[config.mk]
export PLATFORM = sky130hd
export DESIGN_NAME = branch_predictor
export DESIGN_NICKNAME = d
export VERILOG_FILES = /design/src/rtl/branch_predictor.sv
export SDC_FILE = /design/constraint.sdc
export NUM_CORES = 2
export LEC_CHECK = 0
export BUFFER_PORTS_ARGS = -buffer_cell sky130_fd_sc_hd__buf_2
export CAP_MARGIN = 5
export CORE_ASPECT_RATIO = 1.4
export CORE_UTILIZATION = 45
export DETAILED_ROUTE_END_ITERATION = 6
export PLACE_DENSITY = 0.67
export SLEW_MARGIN = 0
export SYNTH_ARGS = -nofsm -noshare
export SYNTH_HDL_FRONTEND = slang
export SYNTH_SLANG_ARGS = --single-unit
[constraint.sdc]
create_clock -name clk -period 40.4 [get_ports clk]
set_input_delay 6.06 -clock clk [delete_from_list [all_inputs] [get_ports clk]]
set_output_delay 6.06 -clock clk [all_outputs]
set_load 0.03 [all_outputs]
[src/rtl/branch_predictor.sv]
// Fetch-side branch predictor: bimodal 2-bit counters plus a direct-mapped BTB,
// trained by resolved branch/jal outcomes from EX.
module branch_predictor #(
    parameter int XLEN     = 32,
    parameter int IDX_BITS = 4
) (
    input  logic            clk,
    input  logic            rst,
    input  logic [XLEN-1:0] if_pc,
    output logic            pred_taken,
    output logic [XLEN-1:0] pred_target,
    input  logic            ex_valid,
    input  logic [XLEN-1:0] ex_pc,
    input  logic            ex_is_branch,
    input  logic            ex_is_jal,
    input  logic            ex_taken,
    input  logic [XLEN-1:0] ex_target,
    input  logic            ex_pred_taken,
    input  logic [XLEN-1:0] ex_pred_target,
    output logic            mispredict,
    output logic [XLEN-1:0] redirect_pc,
    output logic [31:0]     branch_cnt,
    output logic [31:0]     mispred_cnt
);

    localparam int ENTRIES = 1 << IDX_BITS;
    localparam int TAG_W   = XLEN - IDX_BITS - 2;

    logic             valid_r  [ENTRIES];
    logic [TAG_W-1:0] tag_r    [ENTRIES];
    logic [XLEN-1:0]  target_r [ENTRIES];
    logic             jal_r    [ENTRIES];
    logic [1:0]       ctr_r    [ENTRIES];

    logic [IDX_BITS-1:0] if_idx_s, ex_idx_s;
    logic [TAG_W-1:0]    if_tag_s, ex_tag_s;
    logic                if_hit_s, ex_hit_s, ex_ctl_s, upd_s;
    logic [1:0]          ctr_next_s;
    logic                unused_s;

    assign if_idx_s = if_pc[IDX_BITS+1:2];
    assign if_tag_s = if_pc[XLEN-1:IDX_BITS+2];
    assign ex_idx_s = ex_pc[IDX_BITS+1:2];
    assign ex_tag_s = ex_pc[XLEN-1:IDX_BITS+2];
    assign ex_ctl_s = ex_is_branch || ex_is_jal;
    assign upd_s    = ex_valid && ex_ctl_s;
    assign ex_hit_s = valid_r[ex_idx_s] && (tag_r[ex_idx_s] == ex_tag_s);
    assign unused_s = &{1'b0, if_pc[1:0]};

    // Lookup reads only registered state, so a same-cycle update is not bypassed
    always_comb begin
        if_hit_s    = valid_r[if_idx_s] && (tag_r[if_idx_s] == if_tag_s);
        pred_taken  = if_hit_s && (jal_r[if_idx_s] || ctr_r[if_idx_s][1]);
        if (pred_taken) begin
            pred_target = target_r[if_idx_s];
        end else begin
            pred_target = {XLEN{1'b0}};
        end
    end

    // Saturating counter step for a branch that hits its entry
    always_comb begin
        ctr_next_s = ctr_r[ex_idx_s];
        case ({ex_taken, ctr_r[ex_idx_s]})
            3'b1_00: ctr_next_s = 2'b01;
            3'b1_01: ctr_next_s = 2'b10;
            3'b1_10: ctr_next_s = 2'b11;
            3'b1_11: ctr_next_s = 2'b11;
            3'b0_00: ctr_next_s = 2'b00;
            3'b0_01: ctr_next_s = 2'b00;
            3'b0_10: ctr_next_s = 2'b01;
            3'b0_11: ctr_next_s = 2'b10;
            default: ctr_next_s = 2'b01;
        endcase
    end

    // Mispredict detection and the corrected next PC; the stale-alias case has no ctl
    always_comb begin
        if (rst || !ex_valid) begin
            mispredict = 1'b0;
        end else if (ex_ctl_s) begin
            mispredict = (ex_taken != ex_pred_taken) ||
                         (ex_taken && ex_pred_taken && (ex_target != ex_pred_target));
        end else begin
            mispredict = ex_pred_taken;
        end
        if (ex_ctl_s && ex_taken) begin
            redirect_pc = ex_target;
        end else begin
            redirect_pc = ex_pc + {{(XLEN-3){1'b0}}, 3'd4};
        end
    end

    // Table training from resolved EX outcomes
    always_ff @(posedge clk or posedge rst) begin
        if (rst) begin
            for (int i = 0; i < ENTRIES; i++) begin
                valid_r[i]  <= 1'b0;
                tag_r[i]    <= {TAG_W{1'b0}};
                target_r[i] <= {XLEN{1'b0}};
                jal_r[i]    <= 1'b0;
                ctr_r[i]    <= 2'b01;
            end
        end else if (upd_s) begin
            if (ex_is_jal) begin
                valid_r[ex_idx_s]  <= 1'b1;
                tag_r[ex_idx_s]    <= ex_tag_s;
                target_r[ex_idx_s] <= ex_target;
                jal_r[ex_idx_s]    <= 1'b1;
                ctr_r[ex_idx_s]    <= 2'b11;
            end else if (ex_hit_s) begin
                ctr_r[ex_idx_s] <= ctr_next_s;
                if (ex_taken) begin
                    target_r[ex_idx_s] <= ex_target;
                end
            end else begin
                valid_r[ex_idx_s]  <= 1'b1;
                tag_r[ex_idx_s]    <= ex_tag_s;
                target_r[ex_idx_s] <= ex_target;
                jal_r[ex_idx_s]    <= 1'b0;
                ctr_r[ex_idx_s]    <= ex_taken ? 2'b10 : 2'b01;
            end
        end
    end

    // Saturating performance counters
    always_ff @(posedge clk or posedge rst) begin
        if (rst) begin
            branch_cnt  <= 32'd0;
            mispred_cnt <= 32'd0;
        end else begin
            if (upd_s && (branch_cnt != 32'hFFFF_FFFF)) begin
                branch_cnt <= branch_cnt + 32'd1;
            end
            if (mispredict && (mispred_cnt != 32'hFFFF_FFFF)) begin
                mispred_cnt <= mispred_cnt + 32'd1;
            end
        end
    end

endmodule

Word level (Yosys, flattened, before mapping):

Memories as Yosys holds them, arrays and structs flattened.
Index checks and enable logic that the tools add are counted.

* add/sub/neg operators: 3
* $lt $le $gt $ge: 3
* equal/unequal tests: 8
* multiplexer cells: 52
* bitwise operators: 7
* reduce and logical (&&, ||, !) cells: 17

Operator list (number)
* 512-bit two-way mux: 3
* 416-bit two-way mux: 2
* 512-bit bitwise mux: 1
* 416-bit bitwise mux: 1
* 32-bit two-way mux: 7
* 26-bit binary-select mux with 4-bit select: 2
* 26-bit two-way mux: 5
* 32-bit binary-select mux with 4-bit select: 1
* 32-bit demux with 4-bit select: 1
* 26-bit demux with 4-bit select: 1
* 32-bit by 1-bit adder with 32-bit output (second input constant): 2
* 32-bit bitwise mux: 2
* 16-bit two-way mux: 4
* 32-bit inequality test (second input constant): 2
* 26-bit equality test: 2
* 32-bit by 3-bit adder with 32-bit output (second input constant): 1
* 32-bit inequality test: 1
* 16-bit bitwise OR: 2
* 32-bit bitwise OR: 1
* 16-bit bitwise AND: 1
* 2-bit binary-select mux with 4-bit select: 2
* 16-bit NOT: 1
* 1-bit binary-select mux with 4-bit select: 3
* 2-bit two-way mux: 6
* 13 further kinds: 36

* register bits after elaboration: 1056
* memory bits (read-only): 16
* input port bits: 135
* output and inout bits: 130
* word-level logic and storage cells: 173
* memories: 1

Memory list
* (name not given): words 8, bits a word 2, read ports 1, clocked after Yosys merged registers in 0, wr ports 0, RTL line 64 `case ({ex_taken, ctr_r[ex_idx_s]})`

Logic depth before layout (Yosys ltp):

* depth in word-level cells: 9
* mapped depth: 17

Least setup slack after synthesis:

No wires, ideal clock.

* path kind: input port to output port
* start point: input if_pc[2]
* end point: output pred_target[10]
* arrival: 9.341 ns
* required time: 34.340 ns
* setup slack: 24.999 ns
* cell stages on the path: 10
* buffers on the path: 4
* cell sequence: clkbuf_1 -> buf_2 -> buf_1 -> mux4_2 -> mux4_2 -> xor2_1 -> nor4_1 -> nand4_1 -> clkbuf_1 -> nor2b_1

* word-level cells in the longest chain between the ends: 8
* elaborated cells on any way between the ends: 21
* classes of those cells: 1 x eq/ne; 16 x mux; 1 x bitwise; 3 x reduce/logical

Ends and longest elaborated chain
* start, declared: RTL line 9 `input logic [XLEN-1:0] if_pc,`
* 4-bit NOT with 5-bit output (not written as such) (*): RTL line 52, 53, 55
* 26-bit binary-select mux with 4-bit select: RTL line 52 `if_hit_s = valid_r[if_idx_s] && (tag_r[if_idx_s] == if_tag_s);`
* 26-bit two-way mux (not written as such) (2 in series): RTL line 52
* 26-bit equality test: RTL line 52
* 1-bit logical AND: RTL line 52
* 1-bit logical AND: RTL line 53 `pred_taken = if_hit_s && (jal_r[if_idx_s] || ctr_r[if_idx_s][1]);`
* 32-bit two-way mux (*): RTL line 54 `if (pred_taken) begin`
* end, declared: RTL line 11 `output logic [XLEN-1:0] pred_target,`

Mark *: on every way between the ends. The rest lies on a longest branch, timed or not. The select of a mux whose other input is x is not followed.

Worst setup path in the final report:

* start point: input if_pc[4]
* end point: output pred_target[2]

The elaborated chain is that of the path after synthesis.

==> impl_results.md <==
- Outcome: complete, no violations
- Initial core utilization: 0.453
- Clk_skew: between 0.04 and 0.05 ns
- Post-route minimum period: 17.10 ns
- Worst IR drop on VDD: between 0.04 and 0.05 mV
- Gp weighted congestion: 0.853
- Period utilization: 0.423
- Synth Instances: about 3600
- Crit path launch type: input pin
- Synth unique cells: 73
- Htree depth: 3
- Hold path start: target_r[333]
- Final WS setup: between 20 and 25 ns
- Final slew viol count: 0
- First-pass GRT wire length: 227 mm
- Max stage delay on crit path: a little under 0.9 ns
- Die ar.: between 0.1 and 0.15 mm2
- P_int: around 2.3 mW
- Number of synthesized register bits: between 1000 and 1500
- Switching power: about 850 uW
- Buffer count from post-CTS setup fixing: 0
- Die Y: 412 um
- Pin count of the biggest net entering global routing: slightly above 200
- HPWL Detailed: 91.8 mm
- Comb pwr share: 0.209
- Main synth FF type: dfrtp_1
- Syn nets: around 3800
- Vias per cell: 6.08
- P_leak: 25.7 nW
- Clk Latency, worst-skew pair: 0.71 ns
- Share of post-route cells with drive strength above 1: 0.426
- Critical Path, Cell by Cell: buf_8 -> buf_4 -> mux4_2 -> mux4_2 -> xnor2_1 -> nand4_1 -> nor4_1 -> nand4_1 -> buf_4 -> nor2b_1 -> buf_2
- Root Buffer: clkbuf_16
- Clock group share of total power: 0.328
- R2R Path End: tag_r[404]
- Core Util, Final: 0.501
- Critical-path top delay cell: buf_4
- Place WS: 23.28 ns
- EDFF count, synth: 0
- Critical Path RT: roughly 34 ns
- Synthesis-to-layout area growth: 10.5%
- Reg clk slew, reported paths: approximately 0.06 ns
- Reg-to-Reg Start: tag_r[396]
- TritonCTS clock tree: yes
- R2R Setup Slk: around 35 ns
- Clock Sinks: 1056
- Post-cts hold buffer count: 0
- Initial drt markers: around 2400
- Critical path class: in2out
- Synth Warn #: 0
- Fin nets: 3849
- Syn_area_per_cell: ~15 um2
- Reg2reg path depth: 12
- WP data arrival: 11.04 ns
- Row cnt: 150
- Register area: between 0.02 and 0.03 mm2
- Reg power frac: 0.463
- PortBufs: about 260
- Max Fclk: between 50 and 60 MHz
- Io pins: between 200 and 300
- CP Max Fanout: 72
- # resized after CTS: 0
- Most common cell after layout, fill and taps aside: dfrtp_1
- RSZ-0062 raised after global routing: no
- Initial antenna violation count: 17
- FILL cells: 10278
- Area of the multi-input gates: approximately 0.026 mm2
- Slew @ Worst Pin: ~1.2 ns
- Worst hold endpoint: target_r[333]
- Seq/Total Area, Yosys: 0.489
- Grt total ovfl: 0
- Total power: between 3 and 4 mW
- Antenna Nets Post-Route: 0
- Via count: around 33000
- Hold crit path type: reg2reg
- Cell area power density: about 53 mW/mm2
- Number of buffers created by CTS: between 100 and 150
- Critical Path End Type: output port
- Mapped cell area: roughly 0.054 mm2
- Wire length per cell: between 20 and 30 um
- Sw Share: 0.272
- Gr usage total: 0.254
- Final wirelength: roughly 150 mm
- Core box area: between 0.1 and 0.15 mm2
- Drc violations: 0
- Count of final setup violators: 0
- Clock buffer depth: 3
- Drt first pass iters: 5
- Slew headroom: 0.225
- Total negative setup slack: 0 ns
- Die span in x: 295 um
- Vias in the first global route: about 34000
- Fin. Hold Viols: 0
- Hold Path Stages: 1
- Ys async rst share: 1.00
- Commonest non-fill, non-tap cells in the layout: dfrtp_1 (1040), mux2_2 (661), mux4_2 (367), mux2_1 (284), buf_2 (256)
- Total of max-cap violations: 0
[critical path: cells and delay by family]
family	cells	cell delay [ns]
and+or+nand+nor	4	1.57
buffers and inverters	4	2.06
xor gates and xnor gates	1	0.17
muxes	2	1.01
[stage by stage]
| stage | cells | hold slack [ns] | instance area [um2] |
|---|---|---|---|
| after floorplan | 3633 | 0.445 | 54100 |
| after global placement | 5194 | 0.462 | 56100 |
| after detailed placement | 5194 | 0.469 | 56100 |
| after CTS | 5389 | 0.482 | 59800 |
| after global routing | 5389 | 0.489 | 59800 |
| final | 5390 | 0.479 | 59800 |
[cells by family after synthesis]
group                    synth area share
multiplexers                        0.381
flip-flops                          0.489
buffers and inverters              0.0356
AND/OR/NAND/NOR                    0.0374
adder cells (fa/ha/maj)           0.00162
AO/OA/AOI/OAI                      0.0253
XOR/XNOR                           0.0304
[cell usage after synthesis (15+ instances only)]
master | n | area, um2
mux2_4 | 42 | 631
and3_1 | 25 | 156
nor3_1 | 15 | 75.1
buf_4 | 33 | 248
mux2_2 | 661 | 7440
dfstp_2 | 16 | 420
nor2_1 | 61 | 229
buf_1 | 40 | 150
dfrtp_1 | 1040 | 26000
nand2b_1 | 18 | 113
a21oi_1 | 45 | 225
nand3_1 | 32 | 160
nand4_1 | 36 | 225
buf_2 | 48 | 240
o21ai_0 | 25 | 125
mux4_2 | 367 | 8270
buf_6 | 39 | 439
inv_1 | 23 | 86.3
nor2b_1 | 44 | 275
mux2i_1 | 106 | 1060
a22oi_1 | 28 | 210
clkbuf_1 | 184 | 691
nand2_1 | 77 | 289
mux2_1 | 284 | 3200
xnor2_1 | 142 | 1240
xor2_1 | 46 | 403
[per-layer routing]
layer  up-vias  track usage  wire [um]
met4        18       0.0961       5790
met1     17644        0.333      61500
met3       294       0.0441       9750
met5         -            0        115
li1      13724            -          -
met2      1087        0.419      74300
[registers in the layout, summed over array words and instances, names as in the netlist, named ones only]
signal       count
branch_cnt      32
ctr_r           32
mispred_cnt     32
tag_r          416
target_r       512
valid_r         16
[power groups by stage]
stage / sequential, mW / combinational, mW / clock [mW]
floorplan: 1.43 / 0.514 / 0
global placement: 1.45 / 0.646 / 0
detailed placement: 1.47 / 0.661 / 0
CTS: 1.45 / 0.664 / 1.05
global route: 1.48 / 0.706 / 1.09
finish: 1.45 / 0.657 / 1.03
[area by class of cell]
cell class,count,share of cell area
flip-flops and latches,1056,0.443
multi-input cells,2204,0.431
clock buffers,157,0.0530
well taps,1596,0.0334
repair buffers,313,0.0299
clock inverters,38,0.00806
inverters,25,0.00170
diodes,1,0.0000419
[how the worst max path moves through the flow]
stage                   from        endpoint  slack (ns)  cells after the start
finish              if_pc[4]  pred_target[2]       23.30                     11
global route        if_pc[2]  pred_target[2]       23.11                     11
CTS                 if_pc[2]  pred_target[2]       23.27                     11
detailed placement  if_pc[2]  pred_target[2]       23.28                     11
global placement    if_pc[2]  pred_target[2]       23.31                     11
floorplan                rst       async pin        4.64                      1
No activity file was read; power rests on OpenSTA's default activity.
